===== config.mk =====
export PLATFORM = sky130hd
export DESIGN_NAME = onehot_step_seq
export DESIGN_NICKNAME = d
export VERILOG_FILES = /design/src/rtl/ctrl_pkg.sv /design/src/rtl/dec_onehot.sv /design/src/rtl/onehot_step_seq.sv
export SDC_FILE = /design/constraint.sdc
export NUM_CORES = 1
export LEC_CHECK = 0
export CORE_AREA = 10 10 47 49
export DETAILED_ROUTE_END_ITERATION = 10
export DIE_AREA = 0 0 57 59
export GPL_ROUTABILITY_DRIVEN = 0
export PLACE_DENSITY = 0.8
export SYNTH_ARGS = -nofsm -noshare
export SYNTH_HDL_FRONTEND = slang
export SYNTH_SLANG_ARGS = --single-unit
export TNS_END_PERCENT = 50

===== constraint.sdc =====
create_clock -name Clock -period 2 [get_ports Clock]
set_clock_uncertainty 0.15 [all_clocks]
set_input_delay 0.6 -clock Clock [delete_from_list [all_inputs] [get_ports Clock]]
set_output_delay 0.6 -clock Clock [all_outputs]
set_load 0.02 [all_outputs]

===== src/rtl/ctrl_pkg.sv =====
// Shared control-unit constants: default step-decoder widths and timestep names.
package ctrl_pkg;
  localparam int SEL_W_DEF = 3;
  localparam int N_OUT_DEF = 8;

  localparam logic [2:0] T0 = 3'd0;
  localparam logic [2:0] T1 = 3'd1;
  localparam logic [2:0] T2 = 3'd2;
  localparam logic [2:0] T3 = 3'd3;
endpackage


===== src/rtl/dec_onehot.sv =====
// Enable-gated binary to one-hot decoder; codes at or above N_OUT decode to all-zero.
module dec_onehot #(
  parameter int SEL_W = ctrl_pkg::SEL_W_DEF,
  parameter int N_OUT = ctrl_pkg::N_OUT_DEF
) (
  input  logic             en_i,
  input  logic [SEL_W-1:0] sel_i,
  output logic [N_OUT-1:0] y_o
);
  always_comb begin
    y_o = '0;
    for (int i = 0; i < N_OUT; i++) begin
      y_o[i] = en_i && (sel_i == SEL_W'(i));
    end
  end
endmodule


===== src/rtl/onehot_step_seq.sv =====
// Registered step index with load/step/clear, programmable wrap point and one-hot decode.
module onehot_step_seq
  import ctrl_pkg::*;
#(
  parameter int SEL_W = SEL_W_DEF,
  parameter int N_OUT = N_OUT_DEF
) (
  input  logic             Clock,
  input  logic             Reset,
  input  logic             E,
  input  logic             Clear,
  input  logic             Load,
  input  logic [SEL_W-1:0] W,
  input  logic             Step,
  input  logic [SEL_W-1:0] Last,
  output logic [N_OUT-1:0] Y_out,
  output logic [SEL_W-1:0] Idx,
  output logic             Wrap,
  output logic             Err
);
  // N_OUT may equal 2**SEL_W, so range compares need one extra bit.
  localparam logic [SEL_W:0]   N_EXT    = (SEL_W+1)'(N_OUT);
  localparam logic [SEL_W-1:0] LAST_MAX = SEL_W'(N_OUT - 1);

  logic [SEL_W-1:0] idx_q, idx_d;
  logic             wrap_q, wrap_d;
  logic             err_q, err_d;
  logic [SEL_W-1:0] last_eff;
  logic             w_legal;

  assign last_eff = ({1'b0, Last} >= N_EXT) ? LAST_MAX : Last;
  assign w_legal  = ({1'b0, W} < N_EXT);

  always_comb begin
    idx_d  = idx_q;
    wrap_d = 1'b0;
    err_d  = err_q;
    if (Clear) begin
      idx_d = '0;
      err_d = 1'b0;
    end else if (Load) begin
      if (w_legal) idx_d = W;
      else         err_d = 1'b1;
    end else if (Step) begin
      // An index above a freshly lowered Last wraps just like reaching it.
      if (idx_q >= last_eff) begin
        idx_d  = '0;
        wrap_d = 1'b1;
      end else begin
        idx_d = idx_q + SEL_W'(1);
      end
    end
  end

  always_ff @(posedge Clock) begin
    if (Reset) begin
      idx_q  <= '0;
      wrap_q <= 1'b0;
      err_q  <= 1'b0;
    end else begin
      idx_q  <= idx_d;
      wrap_q <= wrap_d;
      err_q  <= err_d;
    end
  end

  assign Idx  = idx_q;
  assign Wrap = wrap_q;
  assign Err  = err_q;

  dec_onehot #(.SEL_W(SEL_W), .N_OUT(N_OUT)) u_dec (
    .en_i  (E),
    .sel_i (idx_q),
    .y_o   (Y_out)
  );
endmodule


# Word level (Yosys, flattened, before mapping)
# Index checks and enable logic that the tools add are counted.
dict set report word_totals {
  reg_bits 4
  latchBits 0
  ramBits 0
  rom_bits 0
  input_bits 12
  output_inout_bits 13
  word_cells 28
  n_memories 0
}
dict set report classes {
  n_addsub 1
  multipliers 0
  div_mod_pow 0
  order_cmp 1
  n_eq_ne 7
  shifts 0
  mux 4
  n_bitwise 1
  reduce_logical 12
}
# op n
set ops {}
lappend ops {{3-bit == test (second input constant)} 4}
lappend ops {{3-bit 2-to-1 mux} 3}
lappend ops {{1-bit logical AND} 8}
lappend ops {{3-bit by 2-bit == test with 1-bit output (second input constant)} 2}
lappend ops {{4-bit OR reduction} 1}
lappend ops {{3-bit by 1-bit adder with 3-bit output (second input constant)} 1}
lappend ops {{3-bit by 1-bit == test with 1-bit output (second input constant)} 1}
lappend ops {{3-bit >= comparator} 1}
lappend ops {{3-bit logical NOT} 1}
lappend ops {{2-bit nonzero test} 1}
lappend ops {{2-bit OR reduction} 1}
lappend ops {{1-bit 2-to-1 mux} 1}
lappend ops {{1-bit inverter} 1}

# Depth between registers and ports, before layout
dict set report depth {
  depth_word 4
  depth_mapped 5
  mapped_depth_nobuf 5
}

# Hierarchy
# Synthesis repeated with hierarchy kept, for this count alone.
dict set report hier_totals {
  cells_unflattened 41
  hier_area_um2 387.9
}
# module instances cells_per_inst area_each_um2 seq_area_each_um2
set by_module_without_submodules {}
lappend by_module_without_submodules {onehot_step_seq 1 33 292.8 80.1}
lappend by_module_without_submodules {dec_onehot 1 8 95.1 0.0}

# Least setup slack after synthesis
# No wires, ideal clock.
dict set report synth_path {
  path_kind {register -> output}
  from {register idx_q[0], in the netlist Idx[0]}
  to {output port Y_out[6]}
  arrival_ps 1061
  required_ps 1250
  slack_ps 189
  stages_incl_launch_ff 4
  path_buffers 0
  path_cell_list {dfxtp_1 inv_1 ha_1 and3_1}
}
dict set report synth_between {
  elab_chain_len 2
}
# item line
set synth_rtl {}
lappend synth_rtl {{from (decl)} onehot_step_seq.sv:25} ;# logic [SEL_W-1:0] idx_q, idx_d;
lappend synth_rtl {{from (signal assigned)} onehot_step_seq.sv:61} ;# idx_q <= idx_d;
lappend synth_rtl {{3-bit == test} dec_onehot.sv:13} ;# y_o[i] = en_i && (sel_i == SEL_W'(i));
lappend synth_rtl {{1-bit logical AND} dec_onehot.sv:13}
lappend synth_rtl {{to (decl)} onehot_step_seq.sv:16} ;# output logic [N_OUT-1:0] Y_out,
# Every way passes these cells.

# Worst setup path after layout
dict set report layout_path {
  from {register idx_q[0], in the netlist Idx[0]}
  to {output port Y_out[7]}
}
# The elaborated chain is that of the path after synthesis.

==> reports/results.ini <==
[pwr]
ir_drop_uv=332
power_mw=0.298
power_density_mw_per_mm2=366
p_leak_nw=0.391

[logic_synthesis]
synth_area_leaders=ha_1 27%, dfxtp_1 19%, and2_1 7.4%
syn_inst=50
synth_xor_area_share_pct=0
ys_async_sr_fraction_pct=0
synth_top_area_share_pct=26.5
synthDistinctLibCells=21
synthAdderAreaFrac_pct=26.5
synth_area_sq_um=424
yosys-mux-area-fraction_pct=0
yosys_warnings=0
synth_edf_count=0
synthSimpleGateAreaFrac_pct=28.9
synth_seq_cells=4
syn-num-nets=71
synthFlopType=dfxtp_1
syn_area_per_cell_sq_um=8.48
synth_top_family_by_area=simple AND/OR/NAND/NOR gates
synth_top_cell_by_area=ha_1
synth-seq-area-share_pct=18.9
synth-compound-area-share_pct=16.8

[cells_and_area]
final_cell_mix=11 x clkdlybuf4s50_1, 11 x buf_4, 7 x inv_1, 6 x ha_1, 6 x buf_6
drive_above_1_share_pct=50.6
nets=106
fin_cells=99
syn_to_final_growth_pct=92.0
antenna_cells=0

[sta]
finalCritPeriodShare_pct=98.3
setup_ws_ps=33.3
drv_slew=0
tns_ps=0
max_freq_mhz=508
finalHoldViolations=0
finalSetupViolations=0
fin_crit_ps=1970
rsz0062_at_grt=yes

[global_route]
grt_overflow_total=0
antenna_found_initial=0
grt_use_total_pct=7.52
grt_start_max_net_pins=8
grt_pass1_vias=461
grt_pass1_wl_um=2060

[cts]
clkLatencyLatePin_ps=240
clock-sinks=4
cts_tree=done
cts_buffers=3
h-tree-depth=1
cts_buffer_depth=2
clk_pin_slew_ps=40
postCtsSetupRepairBufs=0
cts-root-buf=clkbuf_4

[place]
dpl.cell_count=96
port_buffers=23
dp_hpwl_um=1080
place_ws_ps=-786

[floorplanning]
fp.dieH_um=59
initial_utilization_pct=30.3
core_area_sq_mm=0.00140
fp.dieArea_sq_mm=0.00336
fp.dieW_um=57
num_rows=14
io_pins=25

[setup_path]
cp_max_fo=4
arrival_ps=1220
worstSetupStartpointType=flip-flop
end_kind=output pin
crit_type=reg2out
required_ps=1250

[run]
maxCapViolCount=0

[routing]
drc=0
vias_per_cell=4.57
wire_per_inst_um=13.4
ant_nets=0
first_pass_iters=3
vias=452
drtIter0Drc=4
wl_um=1330

[worst_hold_path]
hold_class=reg2reg

[run_status]
status=finished, final reports clean

logic make-up after synthesis:
family	Yosys count
flip-flops	4
buffers and inverters	8
adder cells (fa/ha/maj)	9
other	1
AND/OR/NAND/NOR	19
AO/OA/AOI/OAI	9
stage by stage:
stage                     instance area (sq um)  hold slack (ps)  util (%)
after global placement                      727              542      51.9
after global routing                        815              564      58.1
final                                       815              545      58.1
after floorplan                             424              536         -
after detailed placement                    727              559      51.9
after CTS                                   762              541      54.4
per-layer routing:
layer,up-vias,routed length [um],GRT usage [%]
li1,236,-,-
met1,194,577,8.43
met2,22,616,11.6
met3,0,133,4.72
met4,0,0,2.01
met5,-,0,0
sequential cells by signal (all words and copies together), names as in the netlist:
register  cells
Idx           3
Wrap          1
final timing paths:
kind / start / endpoint / slack, ps / depth (start not counted)
setup reg to reg: Idx[0] / Idx[0] / 310 / 6
hold reg to reg: Idx[2] / Idx[2] / 540 / 3
setup / recovery: Idx[0] / Y_out[7] / 30 / 4
hold / removal: Idx[2] / Idx[2] / 540 / 3
worst max-delay path: stages (launching register included):
cell and delay (ps):
dfxtp_4 350, ha_2 190, ha_1 160, and2_1 130, buf_4 150
cell usage after synthesis (2+ instances only):
cell,n
and2_1,5
nor2b_1,3
dfxtp_1,4
a21oi_1,4
inv_1,7
and3_1,3
ha_1,9
nor3b_1,2
area by class of cell:
type / instances / area [sq um]
Inverter: 7 / 26.3
Sequential cell: 4 / 88.8
Tap cell: 16 / 20.0
Timing Repair Buffer: 31 / 283
Clock buffer: 3 / 22.5
Multi-Input combinational cell: 38 / 374
Fill cell: 133 / 587
repair_timing:
item                                    in CTS  in global routing
gates cloned                                 0                  0
resized for setup                           57                 15
endpoints found under the setup margin      11                  9
pin swaps                                    2                  3
hold buffers                                 0                  0
where the power goes:
part,switching (mW),internal [mW],leakage [nW]
registers,0.00409,0.0819,0.0345
clock network,0.0338,0.0672,0.0138
logic,0.0489,0.0622,0.342
Note: power is estimated with default switching activity, not from simulation.
==> RTL change 1 (config.mk and constraints unchanged) <==
Register the output `Wrap` once more; this adds one clock of latency there. The other outputs are not delayed to match.
--- a/src/rtl/onehot_step_seq.sv
+++ b/src/rtl/onehot_step_seq.sv
@@ -65,7 +65,9 @@
   end
 
   assign Idx  = idx_q;
-  assign Wrap = wrap_q;
+  always_ff @(posedge Clock) begin
+    Wrap <= wrap_q;
+  end
   assign Err  = err_q;
 
   dec_onehot #(.SEL_W(SEL_W), .N_OUT(N_OUT)) u_dec (
Check against the original RTL: not equivalent (a bounded check fails within 4 cycles, from zero or initial values).
==> RTL change 1 against the unedited design <==
- sequential share of layout area is 1.8 points higher
- wire length shrank 2.4%
- total power increased by 14%
- critical endpoint is now Y_out[5]
- area after synthesis is 4.7% higher
- fmax rose by 0.48%
- sequential cell count rose by 1
- critical path depth unchanged
- die area did not move
- cell area increased by 5.4%
- worst setup slack better by 9.4 ps
==> RTL change 1: results (changes against the unedited design) <==
logic_synthesis:
  yosysSeqAreaShare_pct: 22.5  # +3.7 points
  async_reset_ff_share_pct: 0  # unchanged
  synthTopCellsByArea: "ha_1, dfxtp_1, and2_1, inv_1, a21oi_1"
  ys.flop_type: "dfxtp_1"
  synth_top_cells_by_count: "ha_1, inv_1, and2_1, dfxtp_1, a21oi_1"
  syn_nets: 72  # +1.4%
  synth_warnings: 0  # unchanged
  ys_types: 21  # unchanged
  synthCells: 51  # +2.0%
grt:
  grt_start_max_net_pins: 8  # unchanged
  grt_antenna_before_repair: 0  # unchanged
  grt_pass1_wl_um: 2090  # +1.3%
  grt.total_usage_pct: 7.47  # -0.043 points
critical_path:
  worst_path_largest_cell_delay_ps: 360
  critical_path_peak_fanout: 4  # unchanged
  crit_family: "flip-flops"
  arrival_ps: 1210
  crit_slowest_cell: "dfxtp_4"
clocking:
  cts.htree.levels: 1  # unchanged
  clock_latency_ps: 250
  root_buffer: "clkbuf_4"
  cts_buffers: 3  # unchanged
  clkTransAtPathRegs_ps: 40  # about the same
  clockBufferDepth: 2  # unchanged
  postCtsSetupBuffers: 0  # unchanged
finish:
  fillers: 129  # -3.0%
  fin_nets: 108  # +1.9%
  drive_gt1_share_pct: 54.7  # +4.0 points
  final_cells: 102  # +3.0%
  largest_reg_flops: 3  # unchanged
  antennaDiodeCount: 0  # unchanged
placed_design:
  io_buffer_count: 23  # unchanged
  place_inst: 98  # +2.1%
  place_worst_setup_slack_ps: -753  # +33.3 ps
  hpwl_um: 1010  # -6.7%
hold_path:
  hold_class: "register to register"
detailed_routing:
  drt_iter0_drc: 5  # +1
  dr.pass1.iters: 2  # -1
  num_vias: 471  # +4.2%
  wire_per_inst_um: 12.7  # -5.3%
pwr:
  ir_worst_vdd_v: 0.000326  # -2.0%
  p_leak_nw: 0.404  # +3.4%
outcome:
  status: "complete, no violations"
-- RTL change 1: cell types whose count changed in the layout (fill, tap and decap cells not counted), sizes merged --
cell / delta
buf: +2
dlygate4sd2: -1
clkbuf: +1
dfxtp: +1
-- RTL change 1: worst reg2reg max path, stage by stage (launching register included) --
cell	delay, ps
dfxtp_4	370
inv_2	50
buf_4	140
ha_1	280
nor2b_2	180
o2111ai_2	150
a221oi_2	250
-- RTL change 1: final timing paths --
path / startpoint / end / slack [ps] / depth (start not counted)
worst max-delay path: Idx[0]$_SDFFE_PP0P_ / Y_out[5] / 40 / 4
worst min-delay path: wrap_q$_SDFF_PP0_ / Wrap$_DFF_P_ / 180 / 0
worst max register to register: Idx[0]$_SDFFE_PP0P_ / Idx[0]$_SDFFE_PP0P_ / 350 / 6
worst min register to register: wrap_q$_SDFF_PP0_ / Wrap$_DFF_P_ / 180 / 0
-- RTL change 1: logic make-up (layout without fill, tap and decap cells) --
logic type,after synthesis,in the layout,share of synthesized area (%)
compound gates,9,9,16.1
fa+ha+maj,9,9,25.4
buf+inv,8,43,7.61
flops,5,5,22.5
other cells,1,1,0.844
simple gates,19,19,27.6
-- RTL change 1: timing repair --
item	4_1_cts	5_1_grt
endpoints found under the setup margin	11	12
gates resized for setup	53	24
pin swaps	0	3
-- RTL change 1: layout make-up --
type	count	area, sq um	share of cell area, %
multi-input cells	38	384	44.8
well taps	16	20.0	2.33
flip-flops and latches	5	109	12.7
repair buffers	32	293	34.1
inverters	7	26.3	3.06
clock buffers	4	26.3	3.06
-- RTL change 1: stage by stage --
| stage | hold slack, ps | area (sq um) | setup TNS, ps |
|---|---|---|---|
| global placement | 161 | 754 | -6150 |
| finish | 180 | 858 | 0 |
| floorplan | 160 | 444 | 0 |
| CTS | 180 | 777 | 0 |
| detailed placement | 170 | 754 | -6260 |
| global route | 195 | 858 | 0 |
-- RTL change 1: routing by layer --
metal	GRT usage [%]	vias to the layer above	routed length [um]	part of all wire [%]
met5	0	-	0	0
met4	2.01	0	0	0
met3	3.65	0	99	7.6
met2	11.8	23	616	48
met1	8.80	208	580	45
li1	-	240	-	-
-- RTL change 1: power breakdown --
group / leakage [nW] / internal [W] / switching [W]
combinational: 0.346 / 0.0000639 / 0.0000497
sequential: 0.0425 / 0.000102 / 0.00000509
clock: 0.0150 / 0.0000755 / 0.0000425
==> RTL change 2 (config.mk and constraints unchanged) <==
Without the edit above. `SEL_W_DEF`: 3 -> 4.
--- a/src/rtl/ctrl_pkg.sv
+++ b/src/rtl/ctrl_pkg.sv
@@ -1,6 +1,6 @@
 // Shared control-unit constants: default step-decoder widths and timestep names.
 package ctrl_pkg;
-  localparam int SEL_W_DEF = 3;
+  localparam int SEL_W_DEF = 4;
   localparam int N_OUT_DEF = 8;
 
   localparam logic [2:0] T0 = 3'd0;
Interface: changed (resized Idx, Last and W); port bits go from 25 to 28. No check against the original RTL was run, so the function may have changed too.
==> RTL change 2 against the unedited design <==
- wire length increased by 35%
- cell area increased by 14%
- global-route usage increased by 2.6 points
- via count increased by 38%
- worst setup slack improved by 16 ps
- total power increased by 22%
- area after synthesis increased by 25%
- sequential cell count increased by 2
- critical path type unchanged
- critical endpoint is now Y_out[0]
- highest routed layer unchanged
==> RTL change 2: results (changes against the unedited design) <==
outcome:
  status: "complete, no violations"
finish:
  bufAreaShareNonClock_pct: 30.5  # -4.3 points
  final_cells: 121  # +22%
  fin_nets: 129  # +22%
  multi_input_cells: 59  # +55%
  drive_gt1_share_pct: 35.2  # -15 points
  clk_share_pct: 2.43  # -0.34 points
  fillers: 135  # +1.5%
  nNonClkBuffers: 34  # +9.7%
  n_all_inverters: 3  # -4
  seq_area_share_pct: 13.5  # +2.6 points
  multi_input_area_sq_um: 467  # +25%
  final_cell_area_sq_um: 928  # +14%
  largest_reg_flops: 4  # +1
hold_path:
  hold_class: "register to register"
  holdPathStages: 2  # -1
  min_from: "Err$_SDFFE_PP0P_"
grt:
  grt.total_usage_pct: 10.1  # +2.6 points
  grt_start_max_net_pins: 10  # +2
  grt_pass1_wl_um: 2810  # +36%
  use_met2_pct: 18.1  # +6.5 points
  gr-usage-met1_pct: 10.5  # +2.1 points
detailed_routing:
  dr.pass1.iters: 4  # +1
  num_vias: 626  # +38%
  route.met3.wl_um: 119  # -11%
  m1WireLength_um: 715  # +24%
  drt_iter0_drc: 10  # +6
  drt_wl_total_um: 1790  # +35%
  route.met2.wl_um: 953  # +55%
logic_synthesis:
  synthTopCellsByArea: "dfxtp_1, ha_1, o31ai_1, nand2_1, nor2_1"
  syn-cell-area_sq_um: 531  # +25%
  synth_top_cells_by_count: "ha_1, nand2_1, nor2_1"
  syn_avg_cell_area_sq_um: 7.58  # -11%
  yosysSeqAreaShare_pct: 22.6  # +3.8 points
  syn_nets: 92  # +30%
  ys_types: 25  # +19%
placed_design:
  io_buffer_count: 27  # +17%
  place_worst_setup_slack_ps: -799  # -13.0 ps
  place_area_sq_um: 870  # +20%
critical_path:
  reg2reg_from: "Idx[3]$_SDFFE_PP0P_"
  ff2ff_path_depth: 5  # -1
  timing.rr.end: "Idx[2]$_SDFFE_PP0P_"
  regToRegSetupSlack_ps: 280  # -30 ps
  startpoint: "Idx[0]$_SDFFE_PP0P_"
  crit_slowest_cell: "dfxtp_2"
  critPathCapture: "Y_out[0]"
  arrival_ps: 1200  # -20 ps
clocking:
  clock-sinks: 6  # +2
timing:
  fin_hold_ws_ps: 364  # -181 ps
pwr:
  p_leak_nw: 0.452  # +16%
  ir_worst_vdd_v: 0.000269  # -19%
[RTL change 2: power by group]
group	internal, W	leakage [nW]	switching (W)
sequential	0.000124	0.0506	0.00000435
clock	0.0000682	0.0138	0.0000479
combinational	0.0000621	0.387	0.0000586
total	0.000254	0.452	0.000111
[RTL change 2: worst reg2reg max path, stage by stage, from the launching register on]
cell and delay [ps]:
dfxtp_2 390, buf_4 160, ha_1 260, a21oi_1 240
o211ai_1 180, a211oi_1 260
[RTL change 2: repair_timing]
action / 4_1_cts / 5_1_grt
endpoints found under the setup margin: 17 / 13
pin swaps: 7 / 9
resized for setup: 54 / 19
hold buffers: 0 / 0
[RTL change 2: cell families after synthesis]
group,share of synthesized area (%)
and+or+nand+nor,30.2
AOI/OAI and AO/OA,20.5
adders and majority gates,18.9
DFF,22.6
buffers and inverters,3.77
xor gates and xnor gates,3.30
other,0.707
